<file path="config.mk">
export PLATFORM = sky130hd
export DESIGN_NAME = hazard_scoreboard_flat
export DESIGN_NICKNAME = d
export VERILOG_FILES = /design/src/rtl/hazard_scoreboard_if.sv /design/src/rtl/hazard_scoreboard.sv /design/src/flat_wrapper.sv
export SDC_FILE = /design/constraint.sdc
export NUM_CORES = 1
export LEC_CHECK = 0
export ABC_CLOCK_PERIOD_IN_PS = 6210
export BUFFER_PORTS_ARGS = -buffer_cell sky130_fd_sc_hd__buf_2
export CORE_MARGIN = 2
export CORE_UTILIZATION = 55
export DETAILED_ROUTE_END_ITERATION = 8
export PLACE_DENSITY = 0.78
export SLEW_MARGIN = 20
export SYNTH_ARGS = -nofsm -noshare
export SYNTH_HDL_FRONTEND = slang
export SYNTH_SLANG_ARGS = --single-unit
</file>
<file path="constraint.sdc">
create_clock -name clk -period 6.21 [get_ports clk]
set_clock_uncertainty 0.15 [all_clocks]
set_input_delay 0.3105 -clock clk [delete_from_list [all_inputs] [get_ports clk]]
set_output_delay 0.3105 -clock clk [all_outputs]
set_load 0.01 [all_outputs]
</file>
<file path="src/rtl/hazard_scoreboard_if.sv">
// rtl/hazard_scoreboard_if.sv - ID-stage hazard interface between the pipeline and the scoreboard
// The pipeline side is the master; the scoreboard is the slave.
interface hazard_scoreboard_if #(
   parameter int CNT_W = 16
);
   logic             id_valid;
   logic [4:0]       id_rs;
   logic [4:0]       id_rt;
   logic             id_uses_rs;
   logic             id_uses_rt;
   logic [4:0]       id_dest;
   logic             id_regwrite;
   logic             id_is_load;
   logic             flush;
   logic             stall;
   logic [1:0]       fwd_a;
   logic [1:0]       fwd_b;
   logic             id_bypass_a;
   logic             id_bypass_b;
   logic [CNT_W-1:0] stall_count;

   modport master (
      output id_valid, id_rs, id_rt, id_uses_rs, id_uses_rt, id_dest,
             id_regwrite, id_is_load, flush,
      input  stall, fwd_a, fwd_b, id_bypass_a, id_bypass_b, stall_count
   );

   modport slave (
      input  id_valid, id_rs, id_rt, id_uses_rs, id_uses_rt, id_dest,
             id_regwrite, id_is_load, flush,
      output stall, fwd_a, fwd_b, id_bypass_a, id_bypass_b, stall_count
   );
endinterface

</file>
<file path="src/rtl/hazard_scoreboard.sv">
// rtl/hazard_scoreboard.sv - RAW hazard scoreboard: stall, EX forwarding, WB->ID bypass, stall counter
// Tracks EX/MEM/WB destinations; register $0 never participates in any hazard.
module hazard_scoreboard #(
   parameter bit FORWARD = 1'b1,
   parameter int CNT_W   = 16
) (
   input logic                clk,
   input logic                reset,
   hazard_scoreboard_if.slave hz
);
   logic             exValid, exRegWrite, exIsLoad, exUsesRs, exUsesRt;
   logic [4:0]       exDest, exRs, exRt;
   logic             memValid, memRegWrite;
   logic [4:0]       memDest;
   logic             wbValid, wbRegWrite;
   logic [4:0]       wbDest;
   logic [CNT_W-1:0] stallCnt;

   logic             exHit, memHit, wbHit, stallInt;
   logic             memA, memB, wbA, wbB;
   logic [1:0]       fwdA, fwdB;

   function automatic logic writes(input logic v, input logic rw,
                                   input logic [4:0] d, input logic [4:0] r);
      return v & rw & (d != 5'd0) & (d == r);
   endfunction

   // A slot hits when it writes any register the ID instruction actually reads.
   assign exHit  = hz.id_valid &
                   ((hz.id_uses_rs & writes(exValid, exRegWrite, exDest, hz.id_rs)) |
                    (hz.id_uses_rt & writes(exValid, exRegWrite, exDest, hz.id_rt)));
   assign memHit = hz.id_valid &
                   ((hz.id_uses_rs & writes(memValid, memRegWrite, memDest, hz.id_rs)) |
                    (hz.id_uses_rt & writes(memValid, memRegWrite, memDest, hz.id_rt)));
   assign wbHit  = hz.id_valid &
                   ((hz.id_uses_rs & writes(wbValid, wbRegWrite, wbDest, hz.id_rs)) |
                    (hz.id_uses_rt & writes(wbValid, wbRegWrite, wbDest, hz.id_rt)));

   always_comb begin
      stallInt = 1'b0;
      if (FORWARD)
         stallInt = ~hz.flush & exIsLoad & exHit;
      else
         stallInt = ~hz.flush & (exHit | memHit | wbHit);
   end

   assign memA = exValid & exUsesRs & writes(memValid, memRegWrite, memDest, exRs);
   assign memB = exValid & exUsesRt & writes(memValid, memRegWrite, memDest, exRt);
   assign wbA  = exValid & exUsesRs & writes(wbValid, wbRegWrite, wbDest, exRs);
   assign wbB  = exValid & exUsesRt & writes(wbValid, wbRegWrite, wbDest, exRt);

   // MEM is checked first so the youngest producer wins.
   always_comb begin
      fwdA = 2'b00;
      fwdB = 2'b00;
      if (FORWARD) begin
         if (memA)     fwdA = 2'b01;
         else if (wbA) fwdA = 2'b10;
         if (memB)     fwdB = 2'b01;
         else if (wbB) fwdB = 2'b10;
      end
   end

   assign hz.stall       = stallInt;
   assign hz.fwd_a       = fwdA;
   assign hz.fwd_b       = fwdB;
   assign hz.id_bypass_a = FORWARD & hz.id_valid & hz.id_uses_rs &
                           writes(wbValid, wbRegWrite, wbDest, hz.id_rs);
   assign hz.id_bypass_b = FORWARD & hz.id_valid & hz.id_uses_rt &
                           writes(wbValid, wbRegWrite, wbDest, hz.id_rt);
   assign hz.stall_count = stallCnt;

   always_ff @(posedge clk or posedge reset) begin
      if (reset) begin
         exValid     <= 1'b0;
         exRegWrite  <= 1'b0;
         exIsLoad    <= 1'b0;
         exUsesRs    <= 1'b0;
         exUsesRt    <= 1'b0;
         exDest      <= 5'd0;
         exRs        <= 5'd0;
         exRt        <= 5'd0;
         memValid    <= 1'b0;
         memRegWrite <= 1'b0;
         memDest     <= 5'd0;
         wbValid     <= 1'b0;
         wbRegWrite  <= 1'b0;
         wbDest      <= 5'd0;
         stallCnt    <= '0;
      end else begin
         wbValid     <= memValid;
         wbRegWrite  <= memRegWrite;
         wbDest      <= memDest;
         memValid    <= exValid;
         memRegWrite <= exRegWrite;
         memDest     <= exDest;
         // A stalled or flushed instruction becomes a bubble; only valid qualifies the slot.
         exValid     <= hz.id_valid & ~stallInt & ~hz.flush;
         exRegWrite  <= hz.id_regwrite;
         exIsLoad    <= hz.id_is_load;
         exUsesRs    <= hz.id_uses_rs;
         exUsesRt    <= hz.id_uses_rt;
         exDest      <= hz.id_dest;
         exRs        <= hz.id_rs;
         exRt        <= hz.id_rt;
         if (stallInt && (stallCnt != {CNT_W{1'b1}}))
            stallCnt <= stallCnt + 1'b1;
      end
   end
endmodule
</file>
<file path="src/flat_wrapper.sv">
// flat-port wrapper written by rule: the top's interface ports become plain ports
module hazard_scoreboard_flat 
#(
   parameter bit FORWARD = 1'b1,
   parameter int CNT_W   = 16
)
  (clk, reset, hz_id_valid, hz_id_rs, hz_id_rt, hz_id_uses_rs, hz_id_uses_rt, hz_id_dest, hz_id_regwrite, hz_id_is_load, hz_flush, hz_stall, hz_fwd_a, hz_fwd_b, hz_id_bypass_a, hz_id_bypass_b, hz_stall_count);
  hazard_scoreboard_if #(.CNT_W(CNT_W)) hz_i ();
  input logic clk;
  input logic reset;
  input wire logic [$bits(hz_i.id_valid)-1:0] hz_id_valid;
  input wire logic [$bits(hz_i.id_rs)-1:0] hz_id_rs;
  input wire logic [$bits(hz_i.id_rt)-1:0] hz_id_rt;
  input wire logic [$bits(hz_i.id_uses_rs)-1:0] hz_id_uses_rs;
  input wire logic [$bits(hz_i.id_uses_rt)-1:0] hz_id_uses_rt;
  input wire logic [$bits(hz_i.id_dest)-1:0] hz_id_dest;
  input wire logic [$bits(hz_i.id_regwrite)-1:0] hz_id_regwrite;
  input wire logic [$bits(hz_i.id_is_load)-1:0] hz_id_is_load;
  input wire logic [$bits(hz_i.flush)-1:0] hz_flush;
  output wire logic [$bits(hz_i.stall)-1:0] hz_stall;
  output wire logic [$bits(hz_i.fwd_a)-1:0] hz_fwd_a;
  output wire logic [$bits(hz_i.fwd_b)-1:0] hz_fwd_b;
  output wire logic [$bits(hz_i.id_bypass_a)-1:0] hz_id_bypass_a;
  output wire logic [$bits(hz_i.id_bypass_b)-1:0] hz_id_bypass_b;
  output wire logic [$bits(hz_i.stall_count)-1:0] hz_stall_count;
  assign hz_i.id_valid = hz_id_valid;
  assign hz_i.id_rs = hz_id_rs;
  assign hz_i.id_rt = hz_id_rt;
  assign hz_i.id_uses_rs = hz_id_uses_rs;
  assign hz_i.id_uses_rt = hz_id_uses_rt;
  assign hz_i.id_dest = hz_id_dest;
  assign hz_i.id_regwrite = hz_id_regwrite;
  assign hz_i.id_is_load = hz_id_is_load;
  assign hz_i.flush = hz_flush;
  assign hz_stall = hz_i.stall;
  assign hz_fwd_a = hz_i.fwd_a;
  assign hz_fwd_b = hz_i.fwd_b;
  assign hz_id_bypass_a = hz_i.id_bypass_a;
  assign hz_id_bypass_b = hz_i.id_bypass_b;
  assign hz_stall_count = hz_i.stall_count;
  hazard_scoreboard #(.FORWARD(FORWARD), .CNT_W(CNT_W)) u_core (.clk(clk), .reset(reset), .hz(hz_i));
endmodule
</file>
# == After elaboration in Yosys (flattened, before gate mapping) ==
# Index checks and enable logic that the tools add are counted.
# word_totals
ff_bits,50
inputBits,23
output_inout_bits,23
word_cells,67
# op_classes
n_addsub,1
eq_ne,9
n_mux,4
reduce_logical,4
bitwise,34
# ops
operator,count
== test 5 bit,8
AND 1 bit,31
adder 16 x 1 -> 16 bit (second input constant),1
!= test 16 bit (second input constant),1
nonzero test 5 bit,3
two-way mux 2 bit,4
NOT 1 bit,2
logical AND 1 bit,1
OR 1 bit,1

# == Depth between registers and ports, before layout ==
# Gate-level depths: netlist of the first run.
# logic_depth
ltp_word,10
depth_mapped,6
depth_no_buf,6

# == Worst setup path after synthesis of the first run ==
# Ideal clock, no wire load.
# synth_path
path_kind,register -> register
startpoint,"register u_core.stallCnt[0], in the netlist u_core.hz.stall_count[0]"
endpoint,"register u_core.stallCnt[1], in the netlist u_core.hz.stall_count[1]"
slack_ps,4259
path_buffers,0
stages_incl_launch_ff,7
arrival_ps,1676
setup_time_ps,125
synth_period_minus_slack_ps,1951
path_cell_list,dfrtp_1 -> ha_1 -> nand3_1 -> nor4_4 -> a21oi_2 -> and2_4 -> mux2_4
# synth_between
elab_chain_len,2
# synth_lines
item,line,text
start: declaration,hazard_scoreboard.sv:17,logic [CNT_W-1:0] stallCnt;
start signal: assignment,hazard_scoreboard.sv:107,stallCnt <= stallCnt + 1'b1;
branches (longest 2 deep; another with adder 16 x 1 -> 16 bit),-,
# Several ways; the timed one is not identified.
# A chain may end at the register's enable or synchronous reset.

# == Worst setup path after layout of the first run ==
# layout_path
startpoint,register u_core.exDest[1]
endpoint,output port hz_stall
# layout_between
elab_chain_len,7
# layout_lines
item,line,text
start: declaration,hazard_scoreboard.sv:12,"logic [4:0] exDest, exRs, exRt;"
start signal: assignment,hazard_scoreboard.sv:103,exDest <= hz.id_dest;
nonzero test 5 bit,hazard_scoreboard.sv:25,return v & rw & (d != 5'd0) & (d == r);
AND 1 bit (2 in a row),hazard_scoreboard.sv:25,
"AND 1 bit, on equally long branches","hazard_scoreboard.sv:30, hazard_scoreboard.sv:31",
OR 1 bit (*),hazard_scoreboard.sv:30,"((hz.id_uses_rs & writes(exValid, exRegWrite, exDest, hz.id_rs)) |"
AND 1 bit (*),hazard_scoreboard.sv:29,assign exHit = hz.id_valid &
AND 1 bit (*),hazard_scoreboard.sv:42,stallInt = ~hz.flush & exIsLoad & exHit;
end: declaration,flat_wrapper.sv:20,output wire logic [$bits(hz_i.stall)-1:0] hz_stall;
# Every way passes the cells marked *; elsewhere a longest branch is shown, timed or not.

==> run_results.csv, run 1 <==
group,metric,value,unit
timing,finalSetupViolCount,0,
die,ios,46,
placed_design,portBuffers,45,
critical_path,r2r-end,"u_core.hz.stall_count[1]$_DFFE_PP0P_",
flow_run,drv_cap,0,
route,routed_wl,4570,um
cts,cts_tree,"done",
grt,top_usage_layer,"met2",
critical_path,endpoint_kind,"output port",
cts,path_clk_slew,0.08,ns
grt,grt_pass1_wl,7300,um
synthesis,async_flop_share,1.00,
timing,tightest_slew,0.988,ns
cts,numCtsBuffers,5,
pwr,finalPower,0.583,mW
finish,drive_above_1_share,0.263,
grt,grt_pass1_vias,1560,
grt,gr-usage-met3,0.0601,
placed_design,dp.final_hpwl,3390,um
critical_path,critPathArrivalTime,2.27,ns
outcome,violations,"negative hold slack",
pwr,vdd_drop_max,0.137,mV
finish,n_antenna_cell,0,
route,drt_pass1_iterations,4,
pwr,pwr-share-comb,0.087,
synthesis,synth_edf_count,0,
route,num_vias,1593,
finish,mostFrequentLayoutCells,"50 x dfrtp_1, 45 x buf_2, 34 x xnor2_1, 21 x xor2_1, 11 x nand3_1",
timing,finalHoldViolCount,12,
route,drt-initial-drc-count,84,
die,dieWidth,68.6,um
synthesis,synth_warnings,0,
cts,post_cts.repair.setup_buffers,0,
timing,finalCritPeriodShare,0.439,
critical_path,cp.required,5.75,ns
grt,antenna_found_initial,0,
critical_path,path_class,"reg2out",
critical_path,worstReg2RegStart,"u_core.exDest[1]$_DFF_PP0_",
timing,fmax,367,MHz
timing,slew_headroom,0.341,
cts,clk_latency,0.29,ns
synthesis,synth_ff_type,"dfrtp_1",
synthesis,postSynthCellCount,191,
grt,grtUsageMet1,0.273,
die,die_area,4710,um^2
placed_design,gp_congestion,0.793,
timing,rsz0062_at_grt,"false",
synthesis,ys_types,32,
cts,cts_resized,0,
timing,holdWs,-0.00904,ns
critical_path,reg2reg_depth,5,
finish,nets,268,
synthesis,syn_area_per_cell,12.0,um^2
min_path,hold_path.class,"in2async",
route,drtAntennaViolNets,0,
synthesis,netlist_area,2300,um^2
synthesis,syn_nets,215,
pwr,p_switching,0.133,mW
finish,area_growth,18.4,%
finish,final_common_cell,"dfrtp_1",
pwr,leakage,1.26,nW
timing,tns,0,ns
cts,cts_hold_buf,8,
cts,h-tree-depth,2,
critical_path,startpoint_type,"flop",
route,wl_per_cell,15.6,um
cts,root_buffer,"clkbuf_8",
finish,fill_cells,309,
route,drc,0,
die,die_h,68.6,um
pwr,pwr-share-seq,0.602,
pwr,swShare,0.229,
grt,overflow,0,
grt,grt_usage,0.219,
pwr,intPower,0.450,mW
pwr,p_per_area,214,nW/um^2
route,via_per_inst,5.44,
critical_path,crit_fanout,16,
synthesis,synth-seq-cells,50,
outcome,status,"finished, violations left",
cts,clockBufferDepth,2,
die,core-area,4000,um^2
timing,drv_slew,0,
critical_path,r2r_slack,3.78,ns
synthesis,ys_seq_area_frac,0.545,
grt,grt_max_degree,51,
pwr,p_clk_frac,0.311,
cts,cts_sinks,50,
grt,grt_use_met2,0.355,
die,rows,23,
die,initial_core_util,0.574,
timing,layout_min_cycle_time,2.73,ns
metrics by stage:
step,setup WS [ns],cells,cell area [um^2],util
floorplan,4.26,191,2300,-
global route,3.36,293,2720,0.680
global placement,3.89,278,2540,0.636
finish,3.48,293,2720,0.680
detailed placement,3.84,278,2540,0.636
CTS,3.50,292,2710,0.677
worst max-delay path, stage by stage, from the launching register on:
cell     delay (ns)
dfrtp_1        0.47
xnor2_1        0.19
nand4_1        0.12
o22ai_1        0.78
and2b_2        0.28
buf_2          0.13
state kept, by name, indices dropped and copies added, names as in the netlist:
name and flops:
u_core.exUsesRs 1, u_core.memRegWrite 1, u_core.memValid 1, u_core.exDest 5
u_core.exIsLoad 1, u_core.exUsesRt 1, u_core.exRegWrite 1, u_core.memDest 5
u_core.wbRegWrite 1, u_core.wbValid 1, u_core.exRt 5, u_core.wbDest 5
u_core.exRs 5, u_core.exValid 1, u_core.hz.stall_count 16
power groups by stage:
stage | Clock (mW) | Sequential (mW) | Combinational, mW
6_report | 0.181 | 0.351 | 0.0506
5_1_grt | 0.200 | 0.353 | 0.0560
4_1_cts | 0.187 | 0.351 | 0.0509
3_5_place_dp | 0 | 0.358 | 0.0468
3_3_place_gp | 0 | 0.357 | 0.0461
2_1_floorplan | 0 | 0.351 | 0.0338
how the worst max path moves through the flow:
| stage | startpoint | end | slack (ns) | cells past startpoint |
|---|---|---|---|---|
| floorplan | u_core.hz.stall_count[0]$_DFFE_PP0P_ | u_core.hz.stall_count[1]$_DFFE_PP0P_ | 4.26 | 6 |
| global placement | u_core.exDest[1]$_DFF_PP0_ | u_core.hz.stall_count[1]$_DFFE_PP0P_ | 3.89 | 5 |
| detailed placement | u_core.exDest[1]$_DFF_PP0_ | u_core.hz.stall_count[1]$_DFFE_PP0P_ | 3.84 | 5 |
| CTS | u_core.exDest[1]$_DFF_PP0_ | hz_stall | 3.50 | 5 |
| global route | u_core.exDest[1]$_DFF_PP0_ | hz_stall | 3.36 | 5 |
| finish | u_core.exDest[1]$_DFF_PP0_ | hz_stall | 3.48 | 5 |
cell families (layout without fill, tap and decap cells):
logic type      Yosys count  after routing  synth area share
flops                    50             50             0.545
buf+inv                  12             64            0.0234
compound gates            6              6            0.0262
simple gates             66             66             0.184
mux                       1              1           0.00654
xor+xnor                 55             55             0.210
fa+ha+maj                 1              1           0.00545
cell usage after synthesis, types with 2 or more instances:
| cell type | instances | area, um^2 |
|---|---|---|
| nor3b_1 | 5 | 37.5 |
| nor4b_1 | 2 | 17.5 |
| and4_2 | 3 | 30.0 |
| inv_1 | 4 | 15.0 |
| xnor2_1 | 34 | 298 |
| nor2_1 | 8 | 30.0 |
| nand3_1 | 11 | 55.1 |
| xor2_1 | 21 | 184 |
| buf_4 | 2 | 15.0 |
| clkbuf_1 | 5 | 18.8 |
| or4_1 | 4 | 30.0 |
| and4_1 | 2 | 17.5 |
| o211ai_1 | 2 | 15.0 |
| nand4_1 | 9 | 56.3 |
| and3_1 | 2 | 12.5 |
| nor4_1 | 5 | 31.3 |
| dfrtp_1 | 50 | 1250 |
| nand2_1 | 8 | 30.0 |
layout make-up:
cell class	count	area, um^2	share of cell area
well taps	50	62.6	0.0230
flip-flops and latches	50	1250	0.460
multi-input cells	129	991	0.364
repair buffers	54	315	0.116
inverters	4	16.3	0.00598
clock buffers	6	82.6	0.0304
per-layer routing:
| metal | vias up | share of wire | wire [um] |
|---|---|---|---|
| met5 | - | 0 | 0 |
| met4 | 0 | 0.022 | 100 |
| met3 | 9 | 0.045 | 208 |
| li1 | 763 | - | - |
| met2 | 44 | 0.50 | 2280 |
| met1 | 777 | 0.43 | 1980 |
Note: power is estimated with default switching activity, not from simulation.
==> inputs of run 2 (changes only) <==
--- a/config.mk
+++ b/config.mk
@@ -5,12 +5,12 @@
 export SDC_FILE = /design/constraint.sdc
 export NUM_CORES = 1
 export LEC_CHECK = 0
-export ABC_CLOCK_PERIOD_IN_PS = 6210
+export ABC_CLOCK_PERIOD_IN_PS = 2600
 export BUFFER_PORTS_ARGS = -buffer_cell sky130_fd_sc_hd__buf_2
 export CORE_MARGIN = 2
-export CORE_UTILIZATION = 55
+export CORE_UTILIZATION = 54
 export DETAILED_ROUTE_END_ITERATION = 8
-export PLACE_DENSITY = 0.78
+export PLACE_DENSITY = 0.77
 export SLEW_MARGIN = 20
 export SYNTH_ARGS = -nofsm -noshare
 export SYNTH_HDL_FRONTEND = slang
==> constraint.sdc (replaced) <==
create_clock -name clk -period 2.6 [get_ports clk]
set_clock_uncertainty 0.15 [all_clocks]
set_input_delay 0.13 -clock clk [delete_from_list [all_inputs] [get_ports clk]]
set_output_delay 0.13 -clock clk [all_outputs]
set_load 0.01 [all_outputs]
==> run_results.csv, run 2 (synthesis gave the netlist of run 1 again) <==
group,metric,value,unit
route,drc,0,
grt,grt_pass1_wl,8310,um
cts,cts_tree,"done",
critical_path,path_class,"reg2reg",
die,die_h,69.2,um
finish,drive_above_1_share,0.262,
critical_path,cp_cell_sequence,"or4_4 -> o211ai_4 -> and2b_2 -> nor3b_1 -> dlygate4sd3_1",
finish,n_antenna_cell,0,
finish,multiInputGateArea,991,um^2
timing,layout_min_cycle_time,2.42,ns
finish,layout.cell_area.non_filler,2890,um^2
timing,holdWs,0.185,ns
die,initial_core_util,0.566,
placed_design,post_dp_cell_area,2560,um^2
cts,numCtsBuffers,5,
grt,grt_usage,0.220,
grt,antenna_found_initial,0,
route,via_per_inst,5.32,
timing,tightest_slew,0.527,ns
pwr,pwr-share-comb,0.093,
critical_path,reg2reg_depth,5,
finish,nets,283,
finish,fin_util,0.712,
pwr,p_switching,0.352,mW
cts,clockBufferDepth,2,
cts,h-tree-depth,2,
timing,fmax,413,MHz
pwr,p_per_area,525,nW/um^2
grt,overflow,0,
route,wl_per_cell,16.1,um
critical_path,startpoint_type,"flop",
finish,regArea,1250,um^2
finish,mostFrequentLayoutCells,"50 x dfrtp_1, 45 x buf_2, 34 x xnor2_1, 22 x dlygate4sd3_1, 21 x xor2_1",
critical_path,cp.required,2.70,ns
finish,largest_reg_flops,16,
die,dieWidth,69.2,um
timing,drv_slew,0,
finish,area_growth,25.8,%
die,die_area,4790,um^2
critical_path,crit_fanout,4,
route,drt_pass1_iterations,4,
timing,tns,0,ns
critical_path,endpoint_kind,"flop",
route,num_vias,1650,
die,ios,46,
grt,grt_pass1_vias,1692,
flow_run,drv_cap,0,
timing,finalHoldViolCount,0,
timing,rsz0062_at_grt,"false",
route,drt-initial-drc-count,70,
cts,clk_latency,0.30,ns
min_path,hold_path.class,"in2async",
grt,grt_max_degree,35,
die,core-area,4060,um^2
placed_design,gp_congestion,0.811,
finish,fill_cells,298,
route,drtAntennaViolNets,0,
pwr,swShare,0.232,
pwr,leakage,1.34,nW
cts,cts_sinks,50,
timing,finalCritPeriodShare,0.931,
pwr,finalPower,1.52,mW
pwr,pwr-share-seq,0.552,
outcome,status,"completed",
route,routed_wl,5000,um
placed_design,dp.final_hpwl,3580,um
die,rows,23,
timing,finalSetupViolCount,0,
cts,path_clk_slew,0.09,ns
finish,final_common_cell,"dfrtp_1",
timing,slew_headroom,0.646,
cts,root_buffer,"clkbuf_8",
critical_path,cpPeakStageDelay,0.58,ns
pwr,p_clk_frac,0.355,
pwr,intPower,1.17,mW
cts,cts_resized,0,
critical_path,slowest_stage,"or4_4",
critical_path,critPathArrivalTime,2.52,ns
pwr,vdd_drop_max,0.385,mV
placed_design,portBuffers,45,
==> run 2: final timing paths <==
kind / from / to / slack, ns
max: u_core.exDest[0]$_DFF_PP0_ / u_core.exValid$_DFF_PP0_ / 0.18
max reg2reg: u_core.exDest[0]$_DFF_PP0_ / u_core.exValid$_DFF_PP0_ / 0.18
max in group asynchronous: reset / u_core.exRs[1]$_DFF_PP0_ / 1.37
min: reset / u_core.hz.stall_count[9]$_DFFE_PP0P_ / 0.18
min reg2reg: u_core.memValid$_DFF_PP0_ / u_core.wbValid$_DFF_PP0_ / 0.23
min in group clk: u_core.memValid$_DFF_PP0_ / u_core.wbValid$_DFF_PP0_ / 0.23
==> run 2: cell type report <==
type | count | share of cell area
Clock buffer | 5 | 0.0238
Timing Repair Buffer | 69 | 0.159
Tap cell | 50 | 0.0217
Sequential cell | 50 | 0.433
Inverter | 4 | 0.00520
Clock inverter | 3 | 0.0139
Multi-Input combinational cell | 129 | 0.343
==> run 2: metal layers <==
layer,share of wire,GRT usage,routed length (um),up-vias
li1,-,-,-,796
met1,0.47,0.310,2360,813
met2,0.48,0.344,2380,32
met3,0.035,0.0509,177,9
met4,0.015,0.0588,77,0
met5,0,0,0,-
==> run 2: timing repair <==
item                                   CTS  global route
setup endpoints to repair                0             0
endpoints found under the hold margin   36             0
hold buffers                            22             0
buffers inserted                         0             0
==> run 2: worst max-delay path: cells and delay by family, from the launching register on <==
kind	cells	cell delay, ns
AND/OR/NAND/NOR	3	1.01
buffers and inverters	1	0.56
flip-flops	1	0.44
AO/OA/AOI/OAI	1	0.21
==> run 2: metrics by stage <==
step,instances,setup slack (ns)
2_1_floorplan,191,0.649
3_3_place_gp,280,0.602
3_5_place_dp,280,0.566
4_1_cts,310,0.183
5_1_grt,310,0.0734
6_report,310,0.178
==> run 2: power groups by stage <==
stage | combinational [mW] | sequential (mW) | clock, mW
5_1_grt | 0.155 | 0.842 | 0.580
4_1_cts | 0.143 | 0.838 | 0.543
3_3_place_gp | 0.115 | 0.851 | 0
3_5_place_dp | 0.116 | 0.853 | 0
2_1_floorplan | 0.0807 | 0.839 | 0
6_report | 0.142 | 0.838 | 0.538
